File: src/rtl/btb_pkg.sv
// rtl/btb_pkg.sv - shared types and default widths for the BTB update controller
package btb_pkg;

    typedef enum logic {
        ST_IDLE  = 1'b0,
        ST_FLUSH = 1'b1
    } btb_state_e;

    localparam int BTB_ADDR_WIDTH  = 64;
    localparam int BTB_INDEX_WIDTH = 2;
    localparam int BTB_BIA_WIDTH   = 60;
    localparam int BTB_WAY_WIDTH   = 2;
    localparam int BTB_FIFO_DEPTH  = 4;

endpackage

File: src/rtl/btb_upd_fifo.sv
// rtl/btb_upd_fifo.sv - update queue with occupancy count; push is refused when full
module btb_upd_fifo #(
    parameter int DATA_WIDTH = 8,
    parameter int DEPTH      = 4
) (
    input  logic                       clk_i,
    input  logic                       arstn_i,
    input  logic                       clear_i,
    input  logic                       push_i,
    input  logic [DATA_WIDTH-1:0]      wdata_i,
    input  logic                       pop_i,
    output logic [DATA_WIDTH-1:0]      rdata_o,
    output logic                       full_o,
    output logic                       empty_o,
    output logic [$clog2(DEPTH):0]     count_o
);

    localparam int CNT_W = $clog2(DEPTH) + 1;
    localparam int PTR_W = (DEPTH > 1) ? $clog2(DEPTH) : 1;

    logic [DATA_WIDTH-1:0] mem_q [DEPTH];
    logic [PTR_W-1:0]      wr_ptr_q;
    logic [PTR_W-1:0]      rd_ptr_q;
    logic [CNT_W-1:0]      count_q;
    logic                  push_ok;
    logic                  pop_ok;

    assign full_o  = (count_q == CNT_W'(DEPTH));
    assign empty_o = (count_q == '0);
    assign count_o = count_q;
    assign rdata_o = mem_q[rd_ptr_q];
    assign push_ok = push_i & ~full_o;
    assign pop_ok  = pop_i & ~empty_o;

    always_ff @(posedge clk_i) begin
        if (push_ok) begin
            mem_q[wr_ptr_q] <= wdata_i;
        end
    end

    // Pointers wrap naturally because DEPTH is a power of two.
    always_ff @(posedge clk_i or negedge arstn_i) begin
        if (!arstn_i) begin
            wr_ptr_q <= '0;
            rd_ptr_q <= '0;
            count_q  <= '0;
        end else if (clear_i) begin
            wr_ptr_q <= '0;
            rd_ptr_q <= '0;
            count_q  <= '0;
        end else begin
            if (push_ok) begin
                wr_ptr_q <= wr_ptr_q + 1'b1;
            end
            if (pop_ok) begin
                rd_ptr_q <= rd_ptr_q + 1'b1;
            end
            case ({push_ok, pop_ok})
                2'b10:   count_q <= count_q + 1'b1;
                2'b01:   count_q <= count_q - 1'b1;
                default: count_q <= count_q;
            endcase
        end
    end

endmodule

File: src/rtl/btb_update_ctrl.sv
// rtl/btb_update_ctrl.sv - queues resolved taken-branch updates into the BTB write port
// Set-invalidation walk is built only when BTB_FLUSH_EN is defined.
module btb_update_ctrl
    import btb_pkg::*;
#(
    parameter int ADDR_WIDTH  = BTB_ADDR_WIDTH,
    parameter int INDEX_WIDTH = BTB_INDEX_WIDTH,
    parameter int BIA_WIDTH   = BTB_BIA_WIDTH,
    parameter int WAY_WIDTH   = BTB_WAY_WIDTH,
    parameter int FIFO_DEPTH  = BTB_FIFO_DEPTH
) (
    input  logic                          clk_i,
    input  logic                          arstn_i,
    input  logic                          upd_valid_i,
    output logic                          upd_ready_o,
    input  logic [ADDR_WIDTH-1:0]         upd_pc_i,
    input  logic [ADDR_WIDTH-1:0]         upd_target_i,
    input  logic [WAY_WIDTH-1:0]          upd_way_i,
    input  logic                          stall_fetch_i,
    output logic                          btb_wr_en_o,
    output logic [INDEX_WIDTH-1:0]        btb_wr_index_o,
    output logic [BIA_WIDTH-1:0]          btb_wr_bia_o,
    output logic [WAY_WIDTH-1:0]          btb_wr_way_o,
    output logic [ADDR_WIDTH-1:0]         btb_wr_target_o,
    input  logic                          flush_req_i,
    output logic                          flush_busy_o,
    output logic                          flush_done_o,
    output logic                          btb_inv_o,
    output logic [INDEX_WIDTH-1:0]        btb_inv_index_o,
    output logic [$clog2(FIFO_DEPTH):0]   count_o
);

    typedef struct packed {
        logic [INDEX_WIDTH-1:0] index;
        logic [BIA_WIDTH-1:0]   bia;
        logic [WAY_WIDTH-1:0]   way;
        logic [ADDR_WIDTH-1:0]  target;
    } upd_entry_t;

    upd_entry_t push_entry;
    upd_entry_t head_entry;
    logic       full;
    logic       empty;
    logic       push;
    logic       in_idle;
    logic       flush_start;
    logic [1:0] unused_pc_lsb;

    assign unused_pc_lsb     = upd_pc_i[1:0];
    assign push_entry.index  = upd_pc_i[INDEX_WIDTH+1:2];
    assign push_entry.bia    = upd_pc_i[ADDR_WIDTH-1:INDEX_WIDTH+2];
    assign push_entry.way    = upd_way_i;
    assign push_entry.target = upd_target_i;

`ifdef BTB_FLUSH_EN
    localparam logic [INDEX_WIDTH-1:0] INV_LAST = {INDEX_WIDTH{1'b1}};

    btb_state_e             state_q;
    logic [INDEX_WIDTH-1:0] inv_idx_q;

    assign in_idle         = (state_q == ST_IDLE);
    assign flush_start     = flush_req_i & in_idle;
    assign flush_busy_o    = (state_q == ST_FLUSH);
    assign btb_inv_o       = flush_busy_o;
    assign btb_inv_index_o = inv_idx_q;
    assign flush_done_o    = flush_busy_o & (inv_idx_q == INV_LAST);

    // One set is invalidated per cycle; the write port is ours for the whole walk.
    always_ff @(posedge clk_i or negedge arstn_i) begin
        if (!arstn_i) begin
            state_q   <= ST_IDLE;
            inv_idx_q <= '0;
        end else begin
            case (state_q)
                ST_IDLE: begin
                    inv_idx_q <= '0;
                    if (flush_req_i) begin
                        state_q <= ST_FLUSH;
                    end
                end
                ST_FLUSH: begin
                    if (inv_idx_q == INV_LAST) begin
                        state_q   <= ST_IDLE;
                        inv_idx_q <= '0;
                    end else begin
                        inv_idx_q <= inv_idx_q + 1'b1;
                    end
                end
                default: begin
                    state_q   <= ST_IDLE;
                    inv_idx_q <= '0;
                end
            endcase
        end
    end
`else
    logic unused_flush_req;

    assign unused_flush_req = flush_req_i;
    assign in_idle          = 1'b1;
    assign flush_start      = 1'b0;
    assign flush_busy_o     = 1'b0;
    assign btb_inv_o        = 1'b0;
    assign btb_inv_index_o  = '0;
    assign flush_done_o     = 1'b0;
`endif

    assign upd_ready_o = ~full & in_idle;
    assign push        = upd_valid_i & upd_ready_o & ~flush_start;
    // A flush request wins over a head entry that would otherwise write this cycle.
    assign btb_wr_en_o = ~empty & ~stall_fetch_i & in_idle & ~flush_start;

    assign btb_wr_index_o  = head_entry.index;
    assign btb_wr_bia_o    = head_entry.bia;
    assign btb_wr_way_o    = head_entry.way;
    assign btb_wr_target_o = head_entry.target;

    btb_upd_fifo #(
        .DATA_WIDTH ($bits(upd_entry_t)),
        .DEPTH      (FIFO_DEPTH)
    ) u_fifo (
        .clk_i   (clk_i),
        .arstn_i (arstn_i),
        .clear_i (flush_start),
        .push_i  (push),
        .wdata_i (push_entry),
        .pop_i   (btb_wr_en_o),
        .rdata_o (head_entry),
        .full_o  (full),
        .empty_o (empty),
        .count_o (count_o)
    );

endmodule
File: config.mk
export PLATFORM = sky130hd
export DESIGN_NAME = btb_update_ctrl
export DESIGN_NICKNAME = d
export VERILOG_FILES = /design/src/rtl/btb_pkg.sv /design/src/rtl/btb_upd_fifo.sv /design/src/rtl/btb_update_ctrl.sv
export SDC_FILE = /design/constraint.sdc
export NUM_CORES = 1
export LEC_CHECK = 0
export ABC_AREA = 1
export ABC_CLOCK_PERIOD_IN_PS = 18000
export CORE_ASPECT_RATIO = 1.5
export CORE_MARGIN = 2
export CORE_UTILIZATION = 56
export CTS_CLUSTER_DIAMETER = 150
export DETAILED_ROUTE_END_ITERATION = 16
export PLACE_DENSITY = 0.81
export SLEW_MARGIN = 10
export SYNTH_ARGS = -nofsm -noshare
export SYNTH_HDL_FRONTEND = slang
export SYNTH_SLANG_ARGS = --single-unit
File: constraint.sdc
create_clock -name clk_i -period 18 [get_ports clk_i]
set_clock_uncertainty 0.2 [all_clocks]
set_input_delay 4.5 -clock clk_i [delete_from_list [all_inputs] [get_ports clk_i]]
set_output_delay 4.5 -clock clk_i [all_outputs]
set_load 0.1 [all_outputs]
==> results.yml <==
cts:
  cts_tree: "done"
  cts_setup_buffers: 0
  cts.sinks: 519
  clk-insertion-delay-late_ns: 0.54
  htree_num_levels: 2
  hold_buffers: 0
  clockBufferDepth: 3
  cts-buffers-inserted: 46
  cts_resized: 0
  clockRootBuffer: "clkbuf_16"
  cts.clk_slew.worst_paths_ns: 0.06
floorplan:
  die_y_um: 240.0
  io_pins: 273
  start_util_pct: 56.68
  row_count: 86
  dieArea_mm2: 0.03873
  core-area_mm2: 0.03669
  die_x_um: 161.3
logic_synthesis:
  avgSynthCellArea_um2: 13.35
  seq_area_frac_synth_pct: 74.77
  synth_cell_type_count: 19
  synth_commonest_cells: "edfxtp_1 (512), nand2_1 (400), inv_1 (270)"
  yosys_most_used_dff: "edfxtp_1"
  synth_top_area_share_pct: 73.93
  netlist_area_mm2: 0.02080
  syn_inst: 1558
  postSynth.asyncResetShare_pct: 1.349
  ys_ff_latch: 519
  synth_area_leaders: "edfxtp_1 (74%), o211ai_1 (9.2%), nand2_1 (7.2%)"
  yosysMostFrequentCell: "edfxtp_1"
  yosysWarnings: 0
  yosysTopAreaCell: "edfxtp_1"
  synth_edf_count: 512
global_route:
  grt_max_degree: 269
  grt_pass1_vias: 12654
  overflow: 0
  grt_usage_pct: 21.65
  antenna_found_initial: 10
  grt_pass1_wl_mm: 64.44
worst_setup_path:
  path_buf_inv: 4
  cp_max_fo: 2
  worst-setup-path-type: "in2out"
  arrival_ns: 6.32
  critPathCaptureType: "output pin"
  required_ns: 13.30
  critPathMaxStageDelay_ns: 1.15
  crit_chain: "clkdlybuf4s50_1 > inv_1 > nand2_1 > inv_1 > clkdlybuf4s50_1"
  path_delay_family: "buffers and inverters"
  crit_path_start_kind: "primary input"
  crit_slowest_cell: "clkdlybuf4s50_1"
routing:
  dr_total_vias: 12305
  route.detailed.drc: 0
  viasPerCell: 5.288
  ant_nets: 0
  totalWireLength_mm: 42.25
  wire_per_inst_um: 18.16
  drt_first_pass_iters: 5
  drt_iter0_markers: 844
cells_and_area:
  nets: 1941
  drive_above_1_share_pct: 4.471
  stdcell_count: 2327
  syn_to_final_growth_pct: 20.05
timing:
  rsz0062_at_grt: "false"
  hold_viol: 0
  holdWs_ns: 0.3299
  finalSetupViolations: 0
  period_share_pct: 61.25
  slew_headroom_pct: 17.85
  fmax_ghz: 0.09071
  worstMarginPinSlew_ns: 1.232
  fin_crit_ns: 11.02
  tns_ns: 0
  slew_viol_final: 0
placement:
  dp_hpwl_mm: 24.76
  placedCellCount: 2236
  gp_congestion: 0.7288
  port_buffers: 264
min_path:
  min-delay-path-class: "reg2reg"
run:
  maxCapViolCount: 0
status:
  outcome: "finished, final reports clean"
==> final timing paths <==
kind,startpoint,endpoint,slack [ns],depth (start not counted)
max,stall_fetch_i,btb_wr_en_o,6.98,5
max in group asynchronous,arstn_i,u_fifo.rd_ptr_q[1]$_DFFE_PN0P_,13.30,1
min reg2reg,u_fifo.count_o[0]$_DFFE_PN0P_,u_fifo.count_o[0]$_DFFE_PN0P_,0.33,1
min in group asynchronous,arstn_i,u_fifo.wr_ptr_q[1]$_DFFE_PN0P_,4.02,1
max reg2reg,u_fifo.count_o[0]$_DFFE_PN0P_,u_fifo.mem_q[2][38]$_DFFE_PP_,14.89,6
min,u_fifo.count_o[0]$_DFFE_PN0P_,u_fifo.count_o[0]$_DFFE_PN0P_,0.33,1
==> cells in the final DEF, fill, tap and decap left out, types with 2 or more instances in the layout <==
cell type and n:
buf_4 15, clkbuf_1 13, clkbuf_16 47, clkdlybuf4s50_1 264
clkinv_1 9, clkinv_2 8, clkinvlp_4 2, conb_1 5
dfrtp_1 6, diode_2 9, edfxtp_1 512, ha_1 5
inv_1 270, inv_6 2, nand2_1 400, nand3_1 7
nor2_4 4, o211ai_1 256
==> routing by layer <==
layer  part of all wire (%)  vias to the layer above  track usage, %
li1                       -                     5909               -
met3                    6.1                       98           5.003
met1                     35                     5936           22.57
met4                    4.4                        6           11.47
met2                     54                      356           40.20
met5                   0.10                        -               0
==> stage by stage <==
| stage | utilization (%) | setup slack (ns) | instance area [um2] |
|---|---|---|---|
| CTS | 67.98 | 6.975 | 24940 |
| finish | 68.04 | 6.976 | 24970 |
| global route | 68.02 | 6.923 | 24960 |
| detailed placement | 64.27 | 6.985 | 23580 |
| global placement | 64.27 | 6.984 | 23580 |
| floorplan | - | 7.127 | 20810 |
==> final cells by class <==
cell class	count	area, um2
diodes	9	22.52
flip-flops and latches	519	15550
fillers	2398	11730
clock buffers	60	1225
clock inverters	22	136.4
well taps	484	605.6
repair buffers	279	2755
multi-input cells	682	3628
inverters	272	1040
==> flip-flops by register name, summed over array words and instances, names as in the netlist <==
| register | flops |
|---|---|
| u_fifo.wr_ptr_q | 2 |
| u_fifo.mem_q | 512 |
| u_fifo.rd_ptr_q | 2 |
| u_fifo.count_o | 3 |
==> kinds of logic (layout without fill, tap and decap cells) <==
| family | count (synthesis) | count (layout) | share of synthesized area, % |
|---|---|---|---|
| AOI/OAI and AO/OA | 257 | 257 | 9.265 |
| xor gates and xnor gates | 1 | 1 | 0.04212 |
| adders and majority gates | 6 | 6 | 0.3971 |
| buffers and inverters | 361 | 633 | 7.996 |
| DFF | 519 | 519 | 74.77 |
| other | 1 | 14 | 0.01803 |
| and+or+nand+nor | 413 | 413 | 7.509 |
Power is not shown: default switching activity piles up to over one toggle a cycle in this logic, so the estimate is an artifact.
